<file path="src/rtl/seg_twos_frame_decoder.sv">
// seg_twos_frame_decoder: serial 14-bit active-low 7-segment frame -> 4-bit
// two's-complement value. The frame is {a..g} magnitude digit, then {h..n} sign.
// Optional build macro SEG_DECODER_STICKY_ERR_EN: adds err_clr and makes err a
// sticky level instead of a one-cycle pulse.
module seg_twos_frame_decoder #(
  parameter int TIMEOUT    = 16,
  parameter int FRAME_BITS = 14
) (
  input  logic       clk,
  input  logic       rst_n,
  input  logic       frame_start,
  input  logic       bit_in,
  input  logic       bit_valid,
`ifdef SEG_DECODER_STICKY_ERR_EN
  input  logic       err_clr,
`endif
  output logic [3:0] value,
  output logic       out_valid,
  output logic       err,
  output logic       busy
);

  if (FRAME_BITS != 14) begin : g_bad_frame_bits
    $error("seg_twos_frame_decoder: FRAME_BITS must be 14");
  end
  if (TIMEOUT < 2) begin : g_bad_timeout
    $error("seg_twos_frame_decoder: TIMEOUT must be at least 2");
  end

  localparam int TW = $clog2(TIMEOUT + 1);

  typedef enum logic [1:0] {IDLE, SHIFT, DECODE} state_t;

  typedef struct packed {
    logic       ok;
    logic [3:0] val;
  } dec_t;

  state_t          state;
  logic [13:0]     frame;   // shifts right; first bit (segment a) ends in frame[0]
  logic [3:0]      cnt;
  logic [TW-1:0]   tcnt;

  logic [6:0]      mag_pat, sgn_pat;
  logic [3:0]      mag;
  logic            mag_ok, sgn_pos, sgn_neg;
  dec_t            dec;
  logic            start, decode_fire, timeout_fire, err_set;

  // frame[0] is segment a; patterns are written a..g / h..n left to right
  assign mag_pat = {frame[0], frame[1], frame[2], frame[3], frame[4], frame[5], frame[6]};
  assign sgn_pat = {frame[7], frame[8], frame[9], frame[10], frame[11], frame[12], frame[13]};

  // Segment pattern to magnitude lookup
  always_comb begin
    mag    = 4'd0;
    mag_ok = 1'b1;
    case (mag_pat)
      7'b0000001: mag = 4'd0;
      7'b1001111: mag = 4'd1;
      7'b0010010: mag = 4'd2;
      7'b0000110: mag = 4'd3;
      7'b1001100: mag = 4'd4;
      7'b0100100: mag = 4'd5;
      7'b0100000: mag = 4'd6;
      7'b0001111: mag = 4'd7;
      7'b0000000: mag = 4'd8;
      default:    mag_ok = 1'b0;
    endcase
  end

  assign sgn_pos = (sgn_pat == 7'b1111111);
  assign sgn_neg = (sgn_pat == 7'b1111110);

  // +8 and -0 have no 4-bit two's-complement meaning here, so both are errors
  assign dec.ok  = mag_ok && ((sgn_pos && (mag <= 4'd7)) || (sgn_neg && (mag != 4'd0)));
  assign dec.val = sgn_neg ? (4'd0 - mag) : mag;

  assign start        = bit_valid && frame_start;
  assign decode_fire  = (state == DECODE);
  assign timeout_fire = (state == SHIFT) && !bit_valid && (tcnt == TW'(TIMEOUT - 1));
  assign err_set      = (decode_fire && !dec.ok) || timeout_fire;
  assign busy         = (state == SHIFT);

  // Frame capture FSM: start/restart has priority over normal shifting
  always_ff @(posedge clk or negedge rst_n) begin
    if (!rst_n) begin
      state <= IDLE;
      frame <= '0;
      cnt   <= '0;
      tcnt  <= '0;
    end else if (start) begin
      state <= SHIFT;
      frame <= {bit_in, 13'd0};
      cnt   <= 4'd1;
      tcnt  <= '0;
    end else begin
      case (state)
        IDLE: ;
        SHIFT: begin
          if (bit_valid) begin
            frame <= {bit_in, frame[13:1]};
            cnt   <= cnt + 4'd1;
            tcnt  <= '0;
            if (cnt == 4'd13) state <= DECODE;
          end else if (timeout_fire) begin
            state <= IDLE;
            cnt   <= '0;
            tcnt  <= '0;
          end else begin
            tcnt <= tcnt + TW'(1);
          end
        end
        DECODE: begin
          state <= IDLE;
          cnt   <= '0;
        end
        default: state <= IDLE;
      endcase
    end
  end

  // Registered result: value only moves with out_valid
  always_ff @(posedge clk or negedge rst_n) begin
    if (!rst_n) begin
      value     <= 4'b0000;
      out_valid <= 1'b0;
      err       <= 1'b0;
    end else begin
      out_valid <= decode_fire && dec.ok;
      if (decode_fire && dec.ok) value <= dec.val;
`ifdef SEG_DECODER_STICKY_ERR_EN
      err <= err_set || (err && !err_clr);
`else
      err <= err_set;
`endif
    end
  end

endmodule

</file>
<file path="config.mk">
export PLATFORM = sky130hd
export DESIGN_NAME = seg_twos_frame_decoder
export DESIGN_NICKNAME = d
export VERILOG_FILES = /design/src/rtl/seg_twos_frame_decoder.sv
export SDC_FILE = /design/constraint.sdc
export NUM_CORES = 1
export LEC_CHECK = 0
export CORE_ASPECT_RATIO = 0.8
export CORE_UTILIZATION = 30
export DETAILED_ROUTE_END_ITERATION = 8
export PLACE_DENSITY_LB_ADDON = 0.05
export SLEW_MARGIN = 25
export SYNTH_ARGS = -nofsm -noshare
export SYNTH_HDL_FRONTEND = slang
export SYNTH_SLANG_ARGS = --single-unit
</file>
<file path="constraint.sdc">
create_clock -name clk -period 2.6 [get_ports clk]
set_input_delay 0.52 -clock clk [delete_from_list [all_inputs] [get_ports clk]]
set_output_delay 0.52 -clock clk [all_outputs]
set_load 0.02 [all_outputs]
</file>
==> results of run 1 <==
power groups by stage:
stage	logic, mW	clock network (mW)	registers [mW]
floorplan	0.0640	0	0.528
global route	0.118	0.418	0.529
detailed placement	0.104	0	0.534
CTS	0.105	0.402	0.525
finish	0.103	0.382	0.526
global placement	0.103	0	0.533
final timing paths:
| check | startpoint | end | slack [ns] | depth (start not counted) |
|---|---|---|---|---|
| worst min-delay path | tcnt[4] | tcnt[4] | 0.49 | 1 |
| max in group asynchronous | rst_n | frame[6] | 1.64 | 2 |
| worst max register to register | frame[5] | value[2] | 0.19 | 9 |
| worst min register to register | tcnt[4] | tcnt[4] | 0.49 | 1 |
| min in group asynchronous | rst_n | err | 0.65 | 2 |
| worst max-delay path | frame[5] | value[2] | 0.19 | 9 |
worst register-to-register path: stages (launching register included):
cell	delay (ns)
dfrtp_1	0.39
or3b_1	0.45
a211oi_1	0.31
nor3_2	0.09
ha_1	0.23
inv_1	0.06
a211o_1	0.14
o31ai_4	0.08
nor3_4	0.22
mux2_4	0.32
synthesized netlist by cell type (all sizes together):
master / n
nand4: 2
dfrtp: 31
nand4bb: 2
nor4b: 2
a211oi: 1
xnor2: 2
nor3: 5
o22ai: 1
nand4b: 1
nand3b: 3
o41ai: 1
o32ai: 1
and3: 1
a32o: 2
a31oi: 3
nand2: 10
a2bb2o: 1
or3: 1
ha: 4
a21oi: 6
xor2: 1
nor2: 8
nand3: 3
mux2i: 2
nor4: 4
o21a: 1
buf: 5
mux2: 3
o32a: 1
or3b: 1
and2: 1
or2: 1
o21ai: 12
clkbuf: 2
nand2b: 3
inv: 7
o31ai: 2
a211o: 1
a22o: 14
flip-flops by register name (all words and copies together) (netlist names):
| signal | flops |
|---|---|
| err | 1 |
| tcnt | 5 |
| cnt | 4 |
| out_valid | 1 |
| value | 4 |
| frame | 14 |
| state | 2 |
cell families after synthesis:
logic type | Yosys count | synth area share (%)
XOR/XNOR | 3 | 1.57
buffers and inverters | 14 | 4.41
AO/OA/AOI/OAI | 47 | 22.4
flip-flops | 31 | 46.3
multiplexers | 5 | 3.66
AND/OR/NAND/NOR | 48 | 18.7
adder cells (fa/ha/maj) | 4 | 2.99
per-stage QoR:
step | power (mW) | util (%) | hold slack [ns]
3_5_place_dp | 0.638 | 36.7 | 0.475
5_1_grt | 1.06 | 38.8 | 0.525
3_3_place_gp | 0.636 | 36.7 | 0.466
4_1_cts | 1.03 | 38.4 | 0.493
2_1_floorplan | 0.592 | - | 0.224
6_report | 1.01 | 38.8 | 0.494
routing by layer:
layer / vias to the layer above / global-route usage (%) / part of all wire (%)
met5: - / 0 / 0
met4: 0 / 3.75 / 0.47
met3: 2 / 3.81 / 3.3
met2: 17 / 20.5 / 41
met1: 613 / 20.1 / 55
li1: 615 / - / -
cell type report:
type,instances,share of cell area [%]
timing repair buffer,22,10.2
clock buffer,6,4.11
tap,62,3.86
inverter,7,1.31
clock inverter,1,0.249
multi-input combinational,107,41.6
sequential,31,38.7
repair_timing:
| item | 4_1_cts | 5_1_grt |
|---|---|---|
| endpoints found under the setup margin | 0 | 3 |
| buffers inserted | 0 | 1 |
| resized for setup | 0 | 3 |
==> results.cfg, run 1 <==
[clock_tree]
clockBufferDepth = 2
cts_hold_buf = 0
cts_buffers = 5
cts_sinks = 31
ctsHtreeMaxLevel = 2
tritoncts = done
clk_pin_slew_ns = 0.07
clock_latency_ns = 0.28
root_buffer = clkbuf_8

[timing]
totalNegativeSetupSlack_ns = 0
slew-limit-headroom_pct = 64.6
finalHoldViolations = 0
fin_skew_ns = 0.00969
period_minus_slack_ns = 2.41
setup_viol = 0
worstMarginPinSlew_ns = 0.526
rsz0062_at_grt = no
fin_ws_ns = 0.189
max_freq_mhz = 415
slew_viol_final = 0
finalCritPeriodShare_pct = 92.7

[final_layout]
final_cell_mix = 30 x dfrtp_1, 12 x a22o_1, 11 x o21ai_0, 11 x clkdlybuf4s50_1
mostFrequentLayoutCell = dfrtp_1
multiInputGateArea_sq_um = 836
regArea_sq_um = 777
stdcell_area_sq_um = 2010
fill_cells = 511
synthToLayoutAreaGrowth_pct = 19.9
fin_cells = 236
fin_nets = 183
drive_above_1_share_pct = 20.1
diodes = 0

[placement]
finalWeightedCongestion = 0.752
port-buffer-count = 11
dp.final_hpwl_mm = 2.62
dp.cells = 228
post-place-ws_ns = 0.0970
place_area_sq_um = 1900

[route]
dr_total_vias = 1247
ant_nets = 0
dr.pass1.iters = 4
drt_iter0_markers = 57
vias_per_cell = 5.28
drc = 0
routed_wl_mm = 3.62
wl_per_cell_um = 15.3

[global_routing]
grt-ovfl-total = 0
grt_pass1_vias = 1253
grt.total_usage_pct = 13.9
grt_max_degree = 32
antenna_found_initial = 0
grt_pass1_wl_mm = 6.21

[synthesis]
syn_avg_cell_area_sq_um = 11.0
ys_warn_count = 0
synth_top_area_share_pct = 46.3
yosysSeqAreaShare_pct = 46.3
ys_seq_elements = 31
synth_top_cells_by_area = dfrtp_1 46%, a22o_1 6.3%, o21ai_0 3.3%, ha_1 3.0%, nand2_1 2.2%
ys_types = 49
synth.largest_area_cell = dfrtp_1
synthCells = 152
netlist_area_sq_um = 1680
synthesis.nets = 161

[die]
start_util_pct = 32.3
io-pin-count = 12
dieArea_sq_um = 5890
core_region_area_sq_um = 5180
die-height_um = 68.8
rows = 23
die_w_um = 85.6

[power]
p_int_uw = 752
ir_worst_vdd_uv = 233
p_per_area_nw_per_um2 = 503
power_frac_comb_pct = 10.2
p_seq_share_pct = 52.0
swShare_pct = 25.7
p_clk_share_pct = 37.8
leakage_nw = 0.859
power.switching_uw = 260

[critical_path]
crit_chain = or3b_1 > a211oi_1 > nor3_2 > ha_1 > inv_1 > a211o_1 > o31ai_4 > nor3_4 > mux2_4
slowest_stage = or3b_1
crit_path_end_kind = flip-flop
slowest_delay_ns = 0.45
cp_top_family = simple AND/OR/NAND/NOR gates
required_ns = 2.76
crit_buf_inv = 1
start_kind = flip-flop
worstPathMaxFanout = 4
worstPathArrival_ns = 2.57
critPathKind = flip-flop to flip-flop

[hold_path]
hp-class = flip-flop to flip-flop

[status]
status = finished, final reports clean

[run]
max_cap_viol_count = 0
Power figures use the tool's default switching activity.
==> inputs of run 2 (changes only) <==
--- a/config.mk
+++ b/config.mk
@@ -8,6 +8,7 @@
 export CORE_ASPECT_RATIO = 0.8
 export CORE_UTILIZATION = 30
 export DETAILED_ROUTE_END_ITERATION = 8
+export GPL_TIMING_DRIVEN = 1
 export PLACE_DENSITY_LB_ADDON = 0.05
 export SLEW_MARGIN = 25
 export SYNTH_ARGS = -nofsm -noshare
==> results of run 2 <==
The final DEF is identical to that of run 1; final timing and power are the same.
==> inputs of run 3 (changes only) <==
--- a/config.mk
+++ b/config.mk
@@ -8,6 +8,7 @@
 export CORE_ASPECT_RATIO = 0.8
 export CORE_UTILIZATION = 30
 export DETAILED_ROUTE_END_ITERATION = 8
+export GPL_ROUTABILITY_DRIVEN = 0
 export GPL_TIMING_DRIVEN = 1
 export PLACE_DENSITY_LB_ADDON = 0.05
 export SLEW_MARGIN = 25
==> results of run 3 <==
The final DEF is identical to that of run 1; final timing and power are the same.
